**src/rtl/tmr_fault_monitor.sv**
```systemverilog
// Fault monitor behind the 2-of-3 voter: registers the majority, tracks which replica
// disagrees, declares persistent offenders faulted and raises a sticky double-fault alarm.
module tmr_fault_monitor #(
  parameter int CNT_W   = 8,
  parameter int PERSIST = 3
) (
  input  logic             clock,
  input  logic             reset,
  input  logic             a_in,
  input  logic             b_in,
  input  logic             c_in,
  input  logic             clear,
  output logic             voted,
  output logic             err_pulse,
  output logic [CNT_W-1:0] err_count,
  output logic [1:0]       fault_id,
  output logic             alarm,
  output logic [1:0]       state
);

  localparam int RUN_W = $clog2(PERSIST + 1);

  typedef enum logic [1:0] {
    HEALTHY = 2'd0,
    SUSPECT = 2'd1,
    FAULT   = 2'd2,
    DOUBLE  = 2'd3
  } state_t;

  state_t           r_state, r_state_nx;
  logic [RUN_W-1:0] r_run, r_run_nx;
  logic [1:0]       r_suspect, r_suspect_nx;
  logic [1:0]       r_fault_id, r_fault_id_nx;
  logic             r_alarm, r_alarm_nx;
  logic             r_voted;
  logic             r_err_pulse;
  logic [CNT_W-1:0] r_err_count;

  logic           w_maj;
  logic           w_mis_a, w_mis_b, w_mis_c, w_mis_any;
  logic [1:0]     w_mis_ch;
  logic [RUN_W:0] w_run_inc;
  logic [RUN_W:0] w_cand;
  logic [RUN_W:0] w_persist;

  assign w_maj     = (a_in & b_in) | (a_in & c_in) | (b_in & c_in);
  assign w_mis_a   = a_in ^ w_maj;
  assign w_mis_b   = b_in ^ w_maj;
  assign w_mis_c   = c_in ^ w_maj;
  assign w_mis_any = w_mis_a | w_mis_b | w_mis_c;
  assign w_mis_ch  = w_mis_a ? 2'd1 : (w_mis_b ? 2'd2 : (w_mis_c ? 2'd3 : 2'd0));

  assign w_run_inc = {1'b0, r_run} + (RUN_W+1)'(1);
  assign w_persist = (RUN_W+1)'(PERSIST);
  // In FAULT the run restarts at 1 whenever the second offender changes identity.
  assign w_cand    = (w_mis_ch != r_suspect) ? (RUN_W+1)'(1) : w_run_inc;

  always_comb begin
    r_state_nx    = r_state;
    r_run_nx      = r_run;
    r_suspect_nx  = r_suspect;
    r_fault_id_nx = r_fault_id;
    r_alarm_nx    = r_alarm;
    if (clear) begin
      r_state_nx    = HEALTHY;
      r_run_nx      = '0;
      r_suspect_nx  = '0;
      r_fault_id_nx = '0;
      r_alarm_nx    = 1'b0;
    end else begin
      case (r_state)
        HEALTHY: begin
          if (w_mis_any) begin
            r_suspect_nx = w_mis_ch;
            if (PERSIST == 1) begin
              r_state_nx    = FAULT;
              r_fault_id_nx = w_mis_ch;
              r_run_nx      = '0;
            end else begin
              r_state_nx = SUSPECT;
              r_run_nx   = RUN_W'(1);
            end
          end
        end
        SUSPECT: begin
          if (!w_mis_any) begin
            r_state_nx = HEALTHY;
            r_run_nx   = '0;
          end else if (w_mis_ch == r_suspect) begin
            if (w_run_inc == w_persist) begin
              r_state_nx    = FAULT;
              r_fault_id_nx = r_suspect;
              r_run_nx      = '0;
            end else begin
              r_run_nx = w_run_inc[RUN_W-1:0];
            end
          end else begin
            r_suspect_nx = w_mis_ch;
            r_run_nx     = RUN_W'(1);
          end
        end
        FAULT: begin
          if (!w_mis_any || (w_mis_ch == r_fault_id)) begin
            r_run_nx = '0;
          end else begin
            r_suspect_nx = w_mis_ch;
            if (w_cand == w_persist) begin
              r_state_nx = DOUBLE;
              r_alarm_nx = 1'b1;
              r_run_nx   = '0;
            end else begin
              r_run_nx = w_cand[RUN_W-1:0];
            end
          end
        end
        DOUBLE: begin
          r_alarm_nx = 1'b1;
        end
        default: begin
          r_state_nx = HEALTHY;
        end
      endcase
    end
  end

  always_ff @(posedge clock or posedge reset) begin
    if (reset) begin
      r_state    <= HEALTHY;
      r_run      <= '0;
      r_suspect  <= '0;
      r_fault_id <= '0;
      r_alarm    <= 1'b0;
    end else begin
      r_state    <= r_state_nx;
      r_run      <= r_run_nx;
      r_suspect  <= r_suspect_nx;
      r_fault_id <= r_fault_id_nx;
      r_alarm    <= r_alarm_nx;
    end
  end

  always_ff @(posedge clock or posedge reset) begin
    if (reset) begin
      r_voted     <= 1'b0;
      r_err_pulse <= 1'b0;
      r_err_count <= '0;
    end else begin
      r_voted <= w_maj;
      if (clear) begin
        r_err_pulse <= 1'b0;
        r_err_count <= '0;
      end else begin
        r_err_pulse <= w_mis_any;
        if (w_mis_any && (r_err_count != '1)) begin
          r_err_count <= r_err_count + CNT_W'(1);
        end
      end
    end
  end

  assign voted     = r_voted;
  assign err_pulse = r_err_pulse;
  assign err_count = r_err_count;
  assign fault_id  = r_fault_id;
  assign alarm     = r_alarm;
  assign state     = r_state;

endmodule

```
**config.mk**
```make
export PLATFORM = sky130hd
export DESIGN_NAME = tmr_fault_monitor
export DESIGN_NICKNAME = d
export VERILOG_FILES = /design/src/rtl/tmr_fault_monitor.sv
export SDC_FILE = /design/constraint.sdc
export NUM_CORES = 1
export LEC_CHECK = 0
export CORE_ASPECT_RATIO = 1.75
export CORE_MARGIN = 3
export CORE_UTILIZATION = 23
export DETAILED_ROUTE_END_ITERATION = 10
export DONT_BUFFER_PORTS = 1
export HOLD_SLACK_MARGIN = 0.12
export PLACE_DENSITY = 0.37
export RECOVER_POWER = 100
export SYNTH_ARGS = -nofsm -noshare
export SYNTH_HDL_FRONTEND = slang
export SYNTH_SLANG_ARGS = --single-unit
export TNS_END_PERCENT = 10
```
**constraint.sdc**
```tcl
create_clock -name clock -period 2.5 [get_ports clock]
set_clock_uncertainty 0.05 [all_clocks]
set_input_delay 0.375 -clock clock [delete_from_list [all_inputs] [get_ports clock]]
set_output_delay 0.375 -clock clock [all_outputs]
set_load 0.01 [all_outputs]
```
==> flow_summary.toml, run 1 <==
[power]
powerDensity_nw_per_um2 = 717
p_leak_nw = 0.636
peakVddDrop_mv = 0.216

[detailed_routing]
wl_per_cell_um = 15.4
firstDrtPassIters = 4
drt-initial-drc-count = 30
ant_nets = 0
vias_per_cell = 4.79
vias = 1082
remaining_drc_errors = 0
wl_um = 3470

[timing]
worst_slew_pin_slew_ns = 0.743
finalSetupViolCount = 0
slew_headroom_pct = 50.4
fin_crit_ns = 2.22
finalCritPeriodShare_pct = 88.8
fin_tns_setup_ns = 0
drv_slew = 0
timing.fmax_mhz = 450
grt_setup_unrepaired = "no"
hold_viol_final = 0

[cts]
cts_tree = "yes"
post_cts_buffers = 0
cts.sinks = 19
worstSkewPairLatency_ns = 0.26
htree_levels = 1
cts_buffers = 3
cts.path.max_buffers = 2
clkTransAtPathRegs_ns = 0.07
cts_hold_buf = 2
root_buffer = "clkbuf_8"
ctsResizeCount = 0

[grt]
grt_pass1_wl_um = 5790
antenna_found_initial = 0
grt_max_degree = 20
grtUsageTotal_pct = 11.0
grt-ovfl-total = 0
grt_pass1_vias = 1170

[placement]
gp_congestion = 0.804
io_buffers = 0
placedCellCount = 219
dp_hpwl_um = 2710

[yosys]
ys_top_cells_by_area = "dfrtp_1 36%, ha_1 9.4%, nor2_1 4.0%"
async_reset_ff_share_pct = 100
syn_nets = 158
yosysSeqAreaShare_pct = 35.9
ys_warn_count = 0
avgSynthCellArea_um2 = 9.33
yosys_most_used_dff = "dfrtp_1"
syn-cell-area_um2 = 1330
ys_seq_elements = 19
syn_inst = 142
synth_top_cell_by_area = "dfrtp_1"
synth_edf_count = 0
yosys.area.top_type_share_pct = 35.9
ys_types = 44
yosysMostFrequentCell = "dfrtp_1"
netlist_top_cells_count = "19 x dfrtp_1, 14 x nor2_1, 10 x ha_1, 8 x inv_1"

[floorplan]
core.rowCount = 36
core_um2 = 5590
die_y_um = 106
dieArea_um2 = 6740
die_w_um = 63.4
num_io_pins = 21
start_util_pct = 23.7

[hold_path]
hp-class = "in2reg"

[cells_and_area]
final.fill_count = 654
stdcell_count = 226
num_antenna_cells = 0
regArea_um2 = 475
area_growth_pct = 11.9
multiInputGateArea_um2 = 788
nets = 167
drive_gt1_share_pct = 9.33

[setup_path]
required_ns = 2.60
cp_max_fo = 5
crit_path_start_kind = "flip-flop"
max_stage_delay_ns = 0.48
worstSetupPathType = "reg2reg"
cp-end-kind = "flip-flop"
cp_top_family = "compound AO/OA/AOI/OAI gates"
cp_cell_sequence = "inv_1 -> ha_1 -> or2_2 -> nor2_1 -> a211oi_1 -> a31oi_2 -> o221ai_1 -> mux2_4"
arrival_ns = 2.32
path_buf_inv = 1
crit_path_top_delay_cell = "dfrtp_1"

[outcome]
status = "finished, final reports clean"

[run]
cap_violations = 0
## flip-flops by register name (all words and copies together) (netlist names)
register	cells
err_pulse	1
voted	1
fault_id	2
r_run	2
r_suspect	2
alarm	1
err_count	8
state	2
## path summary, 6_finish.rpt
path                                                from                        to  slack, ns  depth (start not counted)
worst min register to register  r_suspect[1]$_DFFE_PP0P_  r_suspect[1]$_DFFE_PP0P_       0.52                          1
min in group asynchronous                          reset  err_count[7]$_DFFE_PP0P_       0.63                          2
worst max-delay path                state[1]$_DFFE_PP0P_      state[1]$_DFFE_PP0P_       0.28                          8
worst max register to register      state[1]$_DFFE_PP0P_      state[1]$_DFFE_PP0P_       0.28                          8
worst min-delay path                               clear      r_run[1]$_DFFE_PP0P_       0.18                          1
max in group asynchronous                          reset           voted$_DFF_PP0_       1.29                          2
## kinds of logic (layout without fill, tap and decap cells)
group	count (synthesis)	count (layout)	synth area share [%]
buf+inv	11	19	3.78
flops	19	19	35.9
fa+ha+maj	10	10	9.44
compound gates	33	33	18.3
simple gates	56	56	22.8
xor+xnor	6	6	3.97
mux	7	7	5.85
## metal layers
layer | GRT usage (%) | up-vias | share of wire (%)
li1 | - | 534 | -
met4 | 5.26 | 0 | 2.4
met5 | 0 | - | 0
met3 | 2.43 | 8 | 3.5
met2 | 21.7 | 17 | 58
met1 | 10.3 | 523 | 36
## placed cells by master, fill, tap and decap left out, types with 2 or more instances in the layout
| cell type | n |
|---|---|
| xor2_1 | 2 |
| or2_2 | 2 |
| mux2i_1 | 4 |
| nor2b_1 | 4 |
| a31oi_2 | 2 |
| clkbuf_8 | 3 |
| clkbuf_1 | 4 |
| xnor2_1 | 4 |
| and3_1 | 4 |
| inv_1 | 8 |
| a21oi_1 | 7 |
| nand2b_1 | 3 |
| ha_1 | 10 |
| o21ai_0 | 7 |
| a211oi_1 | 2 |
| dlygate4sd3_1 | 3 |
| o21a_1 | 2 |
| nor2_1 | 14 |
| mux2_2 | 2 |
| nand3_1 | 3 |
| nand2_1 | 7 |
| dfrtp_1 | 19 |
| nor3_1 | 4 |
| or3_1 | 4 |
| nand4_1 | 6 |
## metrics by stage
step	area [um^2]	hold WS [ns]	power, mW	util (%)	setup WS [ns]
after global placement	1430	0.396	0.867	25.6	0.194
after floorplan	1330	0.276	0.749	-	0.316
final	1480	0.181	1.06	26.5	0.280
after detailed placement	1430	0.397	0.864	25.6	0.179
after global routing	1480	0.174	1.16	26.5	0.140
after CTS	1500	0.124	1.10	26.8	0.294
## cell type report
type / instances / share of cell area, %
Tap cell: 76 / 6.41
Multi-Input combinational cell: 112 / 53.2
Timing Repair Buffer: 7 / 3.29
Inverter: 8 / 2.03
Clock buffer: 4 / 3.04
Sequential cell: 19 / 32.1
## where the power goes
group	internal, mW	switching, mW	leakage, nW
Clock	0.113	0.107	0.0228
Combinational	0.185	0.245	0.360
Sequential	0.350	0.0636	0.253
No activity file was read; power rests on OpenSTA's default activity.
==> inputs of run 2 (changes only) <==
- CORE_MARGIN: 3 -> default
==> run 2 against run 1 <==
Compared with the run above:
- flip-flop and latch count did not move
- utilization decreased by 0.055 points
- die area shrank 9.8%
- largest power group unchanged
==> flow_summary.toml, run 2 (synthesis gave the netlist of run 1 again) <==
[outcome]
status = "finished, final reports clean"

[cells_and_area]
num_antenna_cells = 0
post-route-cell-area_um2 = 1470
nets = 165
area_growth_pct = 10.8
drive_gt1_share_pct = 10.1
final_cell_mix = "19 x dfrtp_1, 14 x nor2_1, 10 x ha_1"
final_common_cell = "dfrtp_1"
largest_reg_flops = 8

[detailed_routing]
drt-initial-drc-count = 23
wl_um = 3500
remaining_drc_errors = 0
firstDrtPassIters = 4
ant_nets = 0
wl_per_cell_um = 15.6
vias = 1093
vias_per_cell = 4.88

[power]
p_switching_uw = 429
switching_share_pct = 39.7
powerDensity_nw_per_um2 = 736
seq_power_share_pct = 37.7
peakVddDrop_mv = 0.267
p_int_uw = 652
p_leak_nw = 0.633
pwr-share-clk_pct = 21.4
pwr-share-comb_pct = 40.9

[grt]
grt_max_degree = 20
grt_pass1_vias = 1112
antenna_found_initial = 0
grt_pass1_wl_um = 5570
grt-ovfl-total = 0
grtUsageTotal_pct = 12.5

[setup_path]
arrival_ns = 2.34
crit_path_start_kind = "flip-flop"
cp-end-kind = "flip-flop"
max_stage_delay_ns = 0.49
crit_path_top_delay_cell = "dfrtp_1"
cp_top_family = "compound AO/OA/AOI/OAI gates"
worstSetupPathType = "reg2reg"
required_ns = 2.60
path_buf_inv = 1
cp_cell_sequence = "inv_1 -> ha_1 -> or2_2 -> nor2_1 -> a211oi_1 -> a31oi_2 -> o221ai_1 -> mux2_4"
cp_max_fo = 5

[timing]
grt_setup_unrepaired = "no"
setup_ws_ns = 0.254
fin_tns_setup_ns = 0
fin_crit_ns = 2.25
hold_viol_final = 0
slew_headroom_pct = 45.0
timing.fmax_mhz = 445
finalCritPeriodShare_pct = 89.8
whs_ns = 0.0994
finalSetupViolCount = 0
drv_slew = 0
worst_slew_pin_slew_ns = 0.824

[floorplan]
num_io_pins = 21
die_w_um = 59.4
core_um2 = 5540
dieArea_um2 = 6080
core.rowCount = 36
die_y_um = 102
start_util_pct = 23.9

[cts]
cts_buffers = 3
clkTransAtPathRegs_ns = 0.09
cts.sinks = 19
cts.path.max_buffers = 2
htree_levels = 1
worstSkewPairLatency_ns = 0.27
ctsResizeCount = 0
root_buffer = "clkbuf_8"
cts_tree = "yes"

[placement]
io_buffers = 0
gp_congestion = 0.781
pre_cts_ws_ns = 0.173
dp_hpwl_um = 2560
placed_area_um2 = 1430

[run]
cap_violations = 0

[hold_path]
hp-class = "in2async"
run 2: cell count changes in the layout (fill, tap and decap cells not counted):
cell           delta
a31o_1            +1
clkinv_2          +1
buf_4             +1
dlygate4sd3_1     -2
clkbuf_1          -2
a31o_2            -1
run 2: routing by layer:
metal	global-route usage, %	wire [um]	vias to the layer above
li1	-	-	526
met1	13.3	1350	533
met2	23.1	1940	28
met3	2.91	145	6
met4	4.58	63	0
met5	0	0	-
run 2: power by group through the flow:
stage / registers, mW / clock network (mW) / logic (mW)
finish: 0.407 / 0.231 / 0.442
global route: 0.414 / 0.250 / 0.503
CTS: 0.407 / 0.242 / 0.465
detailed placement: 0.415 / 0 / 0.457
global placement: 0.413 / 0 / 0.458
floorplan: 0.408 / 0 / 0.341
run 2: final cells by class:
class / instances / area (um^2)
Multi-Input combinational cell: 112 / 788
Clock buffer: 3 / 41.3
Inverter: 8 / 30.0
Timing Repair Buffer: 5 / 32.5
Clock inverter: 1 / 5.00
Tap cell: 76 / 95.1
Fill cell: 603 / 4070
Sequential cell: 19 / 475
run 2: metrics by stage:
step	power (mW)	util (%)	cells
2_1_floorplan	0.749	-	142
3_3_place_gp	0.871	25.8	219
3_5_place_dp	0.872	25.8	219
4_1_cts	1.11	26.8	224
5_1_grt	1.17	26.5	224
6_report	1.08	26.5	224
run 2: final timing paths:
check | from | end | slack (ns) | cells after the start
min in group clock | clear | r_run[1]$_DFFE_PP0P_ | 0.17 | 1
max reg2reg | state[1]$_DFFE_PP0P_ | state[1]$_DFFE_PP0P_ | 0.25 | 8
min | reset | err_count[2]$_DFFE_PP0P_ | 0.1 | 1
max | state[1]$_DFFE_PP0P_ | state[1]$_DFFE_PP0P_ | 0.25 | 8
min reg2reg | r_suspect[1]$_DFFE_PP0P_ | r_suspect[1]$_DFFE_PP0P_ | 0.52 | 1
max in group asynchronous | reset | err_count[4]$_DFFE_PP0P_ | 1.78 | 1
run 2: repair_timing:
item | in CTS | in global routing
hold buffers | 1 | 0
setup buffers | 0 | 0
endpoints found under the hold margin | 12 | 0
